--- config.mk ---
export PLATFORM = sky130hd
export DESIGN_NAME = pipeline_hazard_ctrl
export DESIGN_NICKNAME = d
export VERILOG_FILES = /design/src/rtl/pipeline_hazard_ctrl.sv
export SDC_FILE = /design/constraint.sdc
export NUM_CORES = 1
export LEC_CHECK = 0
export ABC_AREA = 1
export CAP_MARGIN = 25
export CORE_MARGIN = 3
export CORE_UTILIZATION = 55
export CTS_BUF_LIST = sky130_fd_sc_hd__clkbuf_8
export DETAILED_ROUTE_END_ITERATION = 8
export HOLD_SLACK_MARGIN = 0.12
export PLACE_DENSITY = 0.79
export SLEW_MARGIN = 20
export SYNTH_ARGS = -nofsm -noshare
export SYNTH_HDL_FRONTEND = slang
export SYNTH_SLANG_ARGS = --single-unit
--- constraint.sdc ---
create_clock -name clk -period 3.05 [get_ports clk]
set_clock_uncertainty 0.05 [all_clocks]
set_input_delay 0.4575 -clock clk [delete_from_list [all_inputs] [get_ports clk]]
set_output_delay 0.4575 -clock clk [all_outputs]
set_load 0.05 [all_outputs]
--- src/rtl/pipeline_hazard_ctrl.sv ---
// pipeline_hazard_ctrl: stall/flush sequencer for the 5-stage core.
// It handles load-use, redirect and memory-wait hazards, a wait watchdog and performance counters.
module pipeline_hazard_ctrl #(
  parameter int TIMEOUT = 16,
  parameter int CNT_W   = 32
) (
  input  logic             clk,
  input  logic             rst,
  input  logic [4:0]       id_rs1,
  input  logic [4:0]       id_rs2,
  input  logic             id_rs1_used,
  input  logic             id_rs2_used,
  input  logic [4:0]       ex_rd,
  input  logic             ex_mem_read,
  input  logic             ex_redirect,
  input  logic             imem_ready,
  input  logic             mem_req,
  input  logic             dmem_ready,
  output logic             pc_en,
  output logic             if_id_en,
  output logic             if_id_stall,
  output logic             if_id_flush,
  output logic             id_ex_en,
  output logic             id_ex_flush,
  output logic             ex_mem_en,
  output logic             mem_wb_en,
  output logic             error,
  output logic [CNT_W-1:0] stall_cnt,
  output logic [CNT_W-1:0] flush_cnt
);
  typedef enum logic [1:0] {RUN, IWAIT, DWAIT, ERR} state_t;
  localparam logic [7:0] LAST = 8'(TIMEOUT - 1);
  state_t r_state, w_next;
  logic [7:0] r_wait_cnt, w_cnt_eff, w_cnt_next;
  logic r_last_d, w_load_use, w_dw, w_iw, w_frz, w_timeout;
  assign w_load_use = ex_mem_read & (ex_rd != 5'd0) &
                      ((id_rs1_used & (id_rs1 == ex_rd)) | (id_rs2_used & (id_rs2 == ex_rd)));
  assign w_dw = mem_req & ~dmem_ready;
  // an instruction wait only counts when nothing of higher priority owns the cycle
  assign w_iw = ~imem_ready & ~w_dw & ~ex_redirect & ~w_load_use;
  assign w_frz = rst | (r_state == ERR) | w_dw;
  assign error = (r_state == ERR);
  always_comb begin
    pc_en       = ~w_frz & (ex_redirect | ~(w_load_use | ~imem_ready));
    if_id_en    = ~w_frz;
    if_id_stall = ~w_frz & ~ex_redirect & w_load_use;
    if_id_flush = ~w_frz & (ex_redirect | (~w_load_use & ~imem_ready));
    id_ex_en    = ~w_frz;
    id_ex_flush = ~w_frz & (ex_redirect | w_load_use);
    ex_mem_en   = ~w_frz;
    mem_wb_en   = ~w_frz;
  end
  // a switch between instruction and data waits restarts the count
  always_comb begin
    w_cnt_eff  = (w_dw == r_last_d) ? r_wait_cnt : 8'd0;
    w_timeout  = (w_dw | w_iw) & (w_cnt_eff == LAST);
    w_cnt_next = (w_dw | w_iw) ? w_cnt_eff + 8'd1 : 8'd0;
    w_next     = (r_state == ERR) | w_timeout ? ERR :
                 w_dw ? DWAIT :
                 (~imem_ready & ~ex_redirect) ? IWAIT : RUN;
  end
  always_ff @(posedge clk or posedge rst) begin
    if (rst) begin
      r_state    <= RUN;
      r_wait_cnt <= 8'd0;
      r_last_d   <= 1'b0;
      stall_cnt  <= '0;
      flush_cnt  <= '0;
    end else begin
      r_state <= w_next;
      if (r_state != ERR) begin
        r_wait_cnt <= w_cnt_next;
        if (w_dw | w_iw) r_last_d <= w_dw;
        if (~pc_en & ~&stall_cnt) stall_cnt <= stall_cnt + 1'b1;
        if (ex_redirect & ~w_dw & ~&flush_cnt) flush_cnt <= flush_cnt + 1'b1;
      end
    end
  end
endmodule

Word-level counts from Yosys, hierarchy flattened
Index checks and enable logic that the tools add are counted.

Flip-flop bits (word level): 75. Bits of input ports: 24. Output and inout bits: 73. Logic and storage cells: 63.

Multiplexer cells: 5. Equality and inequality tests: 6. Add/sub/neg operators: 3. Bitwise operators: 36. Reductions and logical operators: 8.

Operators by type and width (count): $add A32 B1 Y32 const B (2); $reduce_and A32 Y1 (2); $and A1 B1 Y1 (19); $mux W8 (2); $eq A5 B5 Y1 (2); $or A1 B1 Y1 (9); $add A8 B1 Y8 const B (1); $eq A8 B4 Y1 const B (1); $not A1 Y1 (8); $reduce_and A2 Y1 (3); $reduce_bool A5 Y1 (1); $mux W2 (2); $eq A2 B2 Y1 const B (1); $logic_not A1 Y1 (2); $ne A2 B2 Y1 const B (1); $eq A1 B1 Y1 (1); $mux W1 (1).

Longest topological paths before layout
Depth after elaboration: 11. Depth in mapped cells: 12. Gate-level depth less buffers: 12.

Worst setup path after synthesis
OpenSTA, ideal clock, no wires.

Path kind: reg2out. From: register r_state[0]. To: output port id_ex_flush. Required time: 2542 ps. Slack: 84 ps. Stages on the path, launching flop included: 6. Data arrival time: 2458 ps. Buffers on the path: 0. Cells stage by stage: dfrtp_1 > nand2_1 > inv_2 > nor3_2 > inv_1 > a21oi_1.

Cells in the longest elaborated chain, start to end: 5.

RTL lines: start: declaration (RTL line 33) `state_t r_state, w_next;`; start signal: assignment (RTL line 70) `r_state <= w_next;`; $eq A2 B2 Y1; named net error (RTL line 27) `output logic error,`; $or A1 B1 Y1 (2 in series) (RTL line 41) `assign w_frz = rst | (r_state == ERR) | w_dw;`; $not A1 Y1 (RTL line 49) `id_ex_flush = ~w_frz & (ex_redirect | w_load_use);`; named net ex_mem_en (RTL line 25) `output logic ex_mem_en,`; $and A1 B1 Y1 (RTL line 49); end: declaration (RTL line 24) `output logic id_ex_flush,`.

The timed path passes the listed nets, and every way through them passes these cells.

Worst setup path after layout
From: input port dmem_ready. To: output port pc_en.

Cells in the longest elaborated chain, start to end: 5.

RTL lines: start: declaration (RTL line 18) `input logic dmem_ready,`; $not A1 Y1 (RTL line 38) `assign w_dw = mem_req & ~dmem_ready;`; $and A1 B1 Y1 (RTL line 38); $or A1 B1 Y1 (RTL line 41); $not A1 Y1 (RTL line 44) `pc_en = ~w_frz & (ex_redirect | ~(w_load_use | ~imem_ready));`; $and A1 B1 Y1 (RTL line 44); end: declaration (RTL line 19) `output logic pc_en,`.

Every way passes these cells.

==> flow_summary.ini <==
[floorplanning]
boundaryPins = 97
row_count = 35
start_util = 0.568
die_h_um = 104
core_area_um2 = 9240
die-area_um2 = 10700
die_x_um = 104

[logic_synthesis]
ys.flop_type = dfrtp_1
syn_area_per_cell_um2 = 6.70
ys_seq_area_frac = 0.358
async_reset_ff_frac = 1.00
synth_edf_count = 0
ys_warn_count = 0
synth_cell_types = 33
ys_ff_latch = 75
syn_inst = 783
syn-num-nets = 810
syn_area_um2 = 5240

[timing]
maxSlewViolCount = 0
grt_setup_unrepaired = no
hold_slack_ps = 297
fin_setup_tns_ps = 0
fin_crit_ps = 2850
finalCritPeriodShare = 0.935
slew_headroom = 0.495
tightestPinTransition_ps = 754
finalHoldViolCount = 0
max_freq_ghz = 0.351
setup_viol = 0

[worst_setup_path]
path_cells = clkdlybuf4s50_1, nor2_1, nor3_2, inv_1, nor2_1, nand2_1, inv_1, buf_12
slowest_stage = nor3_2
critical_path_peak_fanout = 5
start_kind = input port
end_kind = primary output
cp.required_ps = 2540
critPathArrivalTime_ps = 2340
worstSetupPathType = in2out
cp_slowest_stage_delay_ps = 580

[cells_and_area]
final_cell_mix = 304 x nand2_1, 87 x nor2_1, 87 x clkdlybuf4s50_1, 85 x inv_1, 75 x dfrtp_1
stdcell_count = 1010
fin_nets = 903
fillers = 777
area_growth_pct = 25.4
drive_gt1_frac = 0.0670
layout_commonest_cell = nand2_1
n_antenna_cell = 0

[cts]
cts_root_buf = clkbuf_8
cts_buffer_depth = 2
clk-insertion-delay-late_ps = 350
cts.clk_slew.worst_paths_ps = 80
cts.repair.resized = 0
cts.htree.levels = 3
holdBufCountCts = 0
cts_buffers = 9
cts_sinks = 75
cts_setup_buffers = 0
tritoncts = yes

[routing]
wl_um = 13300
final_antenna_net_count = 0
avgViaCountPerCell = 5.26
first_pass_iters = 7
vias = 5316
wire_per_inst_um = 13.2
drtIter0Drc = 336
drc = 0

[grt]
grtUsageTotal = 0.258
grt_max_degree = 72
antenna_found_initial = 0
overflow = 0
grt_first_pass_wirelength_um = 23500
first_global_vias = 5125

[power]
power.leakage_nw = 3.12
p_per_area_nw_per_um2 = 485
ir_worst_vdd_mv = 0.302

[hold_path]
hp-class = in2async

[place]
place_congestion = 0.930
io_buffers = 96
dp.cells = 994
hpwl_um = 10100

[flow_run]
drv_cap = 0

[run_status]
status = finished clean
[state kept, by name, indices dropped and copies added (netlist names)]
signal / flops
flush_cnt: 32
r_state: 2
stall_cnt: 32
r_last_d: 1
r_wait_cnt: 8
[layer usage]
metal	vias up	track usage	share of wire
met2	214	0.423	0.47
li1	2642	-	-
met1	2443	0.349	0.44
met4	0	0.0693	0.011
met3	17	0.0555	0.076
met5	-	0	0
[area by class of cell]
cell class	count	area, um^2	area share
Multi-Input combinational cell	597	2870	0.437
Timing Repair Buffer	106	1130	0.171
Inverter	87	327	0.0496
Tap cell	129	161	0.0245
Clock inverter	4	47.5	0.00723
Sequential cell	75	1880	0.285
Clock buffer	12	165	0.0251
[stage by stage]
stage	util	power [mW]	instance area, um^2	setup WS [ps]
floorplan	-	2.02	5240	84.3
global placement	0.689	2.38	6360	266
detailed placement	0.689	2.41	6360	171
CTS	0.712	3.21	6580	193
global route	0.712	3.37	6580	63.3
finish	0.712	3.19	6580	198
[Yosys cell counts, types with 7 or more instances]
master   instances  share of area
nor2_1          87          0.062
nand4_1         42          0.050
dfrtp_1         75           0.36
inv_1           86          0.062
nor3_1          18          0.017
xor2_1          34          0.057
buf_6            7          0.015
nand3_1         43          0.041
nand2_1        304           0.22
o21ai_0         16          0.015
xnor2_1         13          0.022
[where the power goes]
| group | leakage, nW | switching (mW) | total, mW | internal [mW] |
|---|---|---|---|---|
| logic | 1.99 | 0.758 | 1.14 | 0.382 |
| registers | 1.02 | 0.145 | 1.25 | 1.10 |
| clock network | 0.108 | 0.362 | 0.804 | 0.442 |
| total | 3.12 | 1.26 | 3.19 | 1.93 |
[path summary, 6_finish.rpt]
check / from / endpoint / slack (ps) / depth (start not counted)
hold / removal: rst / r_wait_cnt[6]$_DFFE_PP0N_ / 300 / 2
max in group asynchronous: rst / stall_cnt[5]$_DFFE_PP0P_ / 2070 / 3
hold reg to reg: r_wait_cnt[7]$_DFFE_PP0N_ / r_wait_cnt[7]$_DFFE_PP0N_ / 440 / 2
setup / recovery: dmem_ready / pc_en / 200 / 8
setup reg to reg: r_state[0]$_DFF_PP0_ / stall_cnt[3]$_DFFE_PP0P_ / 570 / 11
min in group clk: r_wait_cnt[7]$_DFFE_PP0N_ / r_wait_cnt[7]$_DFFE_PP0N_ / 440 / 2
[critical path, delay by kind of cell]
family,cells,cell delay (ps)
and+or+nand+nor,4,930
buffers and inverters,4,950
[cell families (layout without fill, tap and decap cells)]
family,count (synthesis),in the layout,synth area share
buf+inv,111,209,0.0940
compound gates,31,31,0.0344
flops,75,75,0.358
simple gates,515,515,0.425
fa+ha+maj,3,3,0.00716
xor+xnor,48,48,0.0816
Power figures use the tool's default switching activity.
==> variant 1 (config.mk and constraints unchanged) <==
The 4 states of `state_t` get a one-hot encoding in 4 bits.
--- a/src/rtl/pipeline_hazard_ctrl.sv
+++ b/src/rtl/pipeline_hazard_ctrl.sv
@@ -30,3 +30,3 @@
 );
-  typedef enum logic [1:0] {RUN, IWAIT, DWAIT, ERR} state_t;
+  typedef enum logic [3:0] {RUN = 4'b0001, IWAIT = 4'b0010, DWAIT = 4'b0100, ERR = 4'b1000} state_t;
   localparam logic [7:0] LAST = 8'(TIMEOUT - 1);
Function: same outputs for any inputs over 10 cycles, from zero or initial values and one cycle with rst high; not proved beyond that.
==> variant 1 against the unedited design <==
Synthesized area fell by 0.14%. Design area fell by 0.42%. First-iteration DRC count fell by 8.0%. Routed wire length rose by 4.8%. Highest routed layer unchanged. Sequential cell count rose by 2. Worst setup slack improved by 0.36 ns. Maximum frequency rose by 14%.
Power is not compared: it rests on default switching activity, and its combinational part moved more than twofold at a synthesized area within 25%.
==> variant 1: results (changes against the unedited design) <==
Outcome
  – Outcome: finished clean

Setup path
  – CP top delay family: buffers and inverters
  – Reg2reg path depth: 9 (-2)
  – Reg-to-reg startpoint: r_state[0]
  – CP peak stage delay: 0.51 ns (-0.07 ns)
  – Reg-to-reg endpoint: flush_cnt[9]
  – Crit path from: ex_rd[2]
  – Max FO, Critical Path: 4 (-1)
  – R2r setup slk: 0.64 ns (+0.07 ns)
  – Worst path arrival time: 1.99 ns (-0.35 ns)
  – CP max-delay cell: clkdlybuf4s50_1

Placement
  – Pre-CTS setup slack: 0.5575 ns (+0.3867 ns)
  – HPWL after DPL: 10400 um (+2.6%)
  – Final Wtd Congestion: 0.9369 (+0.77%)
  – Port-buffer cells: 96 (unchanged)
  – Placed cell areas: 0.006275 sq mm (-1.4%)

Global route
  – Global Route met2 Usage: 45.65% (+3.3 points)
  – GRT Resource Usage Total: 26.19% (+0.37 points)
  – Largest net degree at the start of global routing: 78 (+8.3%)
  – Global-route wire length before repair: 23690 um (+0.73%)
  – GRT met3 Usage: 3.669% (-1.9 points)
  – GRT met1 Usage: 33.51% (-1.4 points)
  – Vias in the first global route: 5095 (-0.59%)

Clock tree
  – Clk_lat worst skew: 0.35 ns (about the same)
  – H-tree level count: 3 (unchanged)
  – Resized Gates After CTS: 0 (unchanged)
  – Post-CTS Setup Repair Bufs: 0 (unchanged)
  – Clk root buf: clkbuf_8

Synth
  – Yosys cell types: 32 (-3.0%)
  – Number of synthesis warnings: 0 (unchanged)
  – Post-synth top cells: nand2_1, nor2_1, inv_1
  – Async set or reset register ratio after synthesis: 100.0% (unchanged)
  – Post-synth net total: 817 (+0.86%)
  – Mapped Cells: 790 (+0.89%)
  – Sequential area share after synthesis: 36.82% (+1.0 points)
  – Top_reg_cell synth: dfrtp_1
  – Synth top area cells: dfrtp_1, nand2_1, nor2_1

Routing
  – Wire length on met1: 5889 um (about the same)
  – Final wirelength: 13980 um (+4.8%)
  – Vias per std cell: 5.306 (+0.81%)
  – Initial DRC count: 309 (-8.0%)
  – Routed via count: 5375 (+1.1%)
  – Top sig layer: met4
  – DR WL met3: 855 um (-16%)
  – DRT Pass-1 Iters: 5 (-2)
  – DR WL met2: 6966 um (+11%)

Timing
  – Worst-margin pin slew: 0.6955 ns (-0.05847 ns)
  – Final Hold Slack: 0.4554 ns (+0.1582 ns)
  – Max Fclk: 400.9 MHz (+14%)

Finish
  – # fillers: 753 (-3.1%)
  – Final nets: 909 (+0.66%)
  – Inserted Diodes: 0 (unchanged)
  – Share of layout cells above drive strength 1: 5.411% (-1.3 points)
  – Top Registers: flush_cnt (32), stall_cnt (32), r_wait_cnt (8)

Pwr
  – Pwr Total: 0.002097 W
  – Clock group: 0.000960 W

Worst hold path
  – Hold path depth: 2
  – Tightest Hold Check Type: reg -> reg
==> variant 1: cell count changes in the layout (fill, tap and decap cells not counted), sizes merged, moves of 3 or more <==
| cell | change |
|---|---|
| xnor2 | +3 |
| nand2 | -4 |
| xor2 | -8 |
| inv | -4 |
| nor2 | +14 |
==> variant 1: logic make-up after synthesis <==
logic type / count (synthesis) / share of synthesized area (%)
buf+inv: 106 / 8.769
simple gates: 530 / 43.32
flops: 77 / 36.82
compound gates: 31 / 3.035
fa+ha+maj: 3 / 0.7169
xor+xnor: 43 / 7.336
==> variant 1: worst register-to-register path: cells and delay by family (launching register included) <==
family                 cells  cell delay [ns]
AND/OR/NAND/NOR            7             1.01
flip-flops                 1             0.52
buffers and inverters      2             0.71
==> variant 1: area by class of cell <==
cell class	instances	area (sq um)	area share, %
clock buffer	10	137.6	2.101
clock inverter	6	110.1	1.681
inverter	82	311.5	4.756
multi-input combinational	607	2854	43.57
sequential	77	1928	29.44
tap	126	157.7	2.407
timing repair buffer	105	1051	16.05
==> variant 2 (same flow settings) <==
Made on the original files. `CNT_W`: 32 -> 28.
--- a/src/rtl/pipeline_hazard_ctrl.sv
+++ b/src/rtl/pipeline_hazard_ctrl.sv
@@ -4,3 +4,3 @@
   parameter int TIMEOUT = 16,
-  parameter int CNT_W   = 32
+  parameter int CNT_W   = 28
 ) (
Interface: changed (resized flush_cnt and stall_cnt); port bits go from 97 to 89. The function was not compared with the original's and may differ.
==> variant 2 against the unedited design <==
Design area shrank 12%. Maximum frequency grew 9.3%. Synthesized area shrank 9.9%. Synthesized cell count shrank 11%. Power shrank 22%. Sequential cell count shrank 8. Routed wire length shrank 11%. Worst setup slack gained 0.24 ns. Critical endpoint unchanged. Largest power group unchanged.
==> variant 2: results (changes against the unedited design) <==
Setup path
  – Worst path arrival time: 2.10 ns (-0.24 ns)
  – Reg2reg path depth: 9 (-2)
  – Reg-to-reg startpoint: stall_cnt[0]
  – Crit path from: ex_rd[0]
  – CP max-delay cell: clkdlybuf4s50_1
  – R2r setup slk: 0.81 ns (+0.24 ns)
  – CP peak stage delay: 0.54 ns (-0.04 ns)
  – Max FO, Critical Path: 24 (+19)

Routing
  – Wire length on met1: 5184 um (-12%)
  – DR WL met3: 848 um (-16%)
  – Final wirelength: 11830 um (-11%)
  – Initial DRC count: 269 (-20%)
  – WL per Instance: 13.37 um (+1.2%)
  – DRT Pass-1 Iters: 5 (-2)

Timing
  – Rel. slew slack: 66.06% (+17 points)
  – Final Hold Slack: 0.3481 ns (+0.05100 ns)
  – Max Fclk: 383.4 MHz (+9.3%)

Pwr
  – VDD IR max: 273.4 uV (-9.5%)
  – Leak: 2.739 nW (-12%)
  – Psw: 0.0009735 W (-23%)

Global route
  – Largest net degree at the start of global routing: 59 (-18%)
  – Global Route met2 Usage: 42.28% (-0.059 points)
  – Vias in the first global route: 4596 (-10%)
  – GRT Resource Usage Total: 25.37% (-0.45 points)
  – GRT met3 Usage: 4.671% (-0.87 points)
  – Global-route wire length before repair: 20620 um (-12%)

Finish
  – # fillers: 744 (-4.2%)
  – Top Registers: flush_cnt (28), stall_cnt (28), r_wait_cnt (8)
  – Share of layout cells above drive strength 1: 7.436% (+0.74 points)

Outcome
  – Outcome: finished clean

Synth
  – Synth top area cells: dfrtp_1, nand2_1, nor2_1
  – Yosys cell types: 34 (+3.0%)
  – Synth Area in Adders: 0.7949% (+0.079 points)
  – Compound-cell area share of the yosys netlist: 1.669% (-1.8 points)
  – Sequential area share after synthesis: 35.51% (-0.28 points)
  – Post-synth top cells: nand2_1, nor2_1, dfrtp_1
  – Syn Area/Cell: 6.794 sq um (+1.5%)

Placement
  – Pre-CTS setup slack: 0.3851 ns (+0.2142 ns)
  – Port-buffer cells: 88 (-8.3%)
  – Final Wtd Congestion: 0.9489 (+2.1%)
  – HPWL after DPL: 8810 um (-13%)
-- variant 2: cell type report --
cell class                      instances  area, sq um  share of cell area (%)
Inverter                               68        257.7                   4.461
Clock buffer                            9        123.9                   2.144
Clock inverter                          5        25.02                  0.4331
Timing Repair Buffer                   91        933.4                   16.15
Tap cell                              105        131.4                   2.274
Sequential cell                        67         1677                   29.02
Multi-Input combinational cell        540         2630                   45.52
-- variant 2: power by group through the flow --
stage / clock network, W / registers, W / logic (W)
global route: 0.000663 / 0.00109 / 0.000854
global placement: 0 / 0.00108 / 0.000777
finish: 0.000617 / 0.00107 / 0.000790
floorplan: 0 / 0.00129 / 0.000340
CTS: 0.000626 / 0.00107 / 0.000795
detailed placement: 0 / 0.00109 / 0.000793
-- variant 2: through the flow --
step	area, sq um	power [W]
floorplan	4722	0.001629
detailed placement	5629	0.001880
finish	5778	0.002479
global route	5778	0.002606
CTS	5778	0.002492
global placement	5629	0.001857
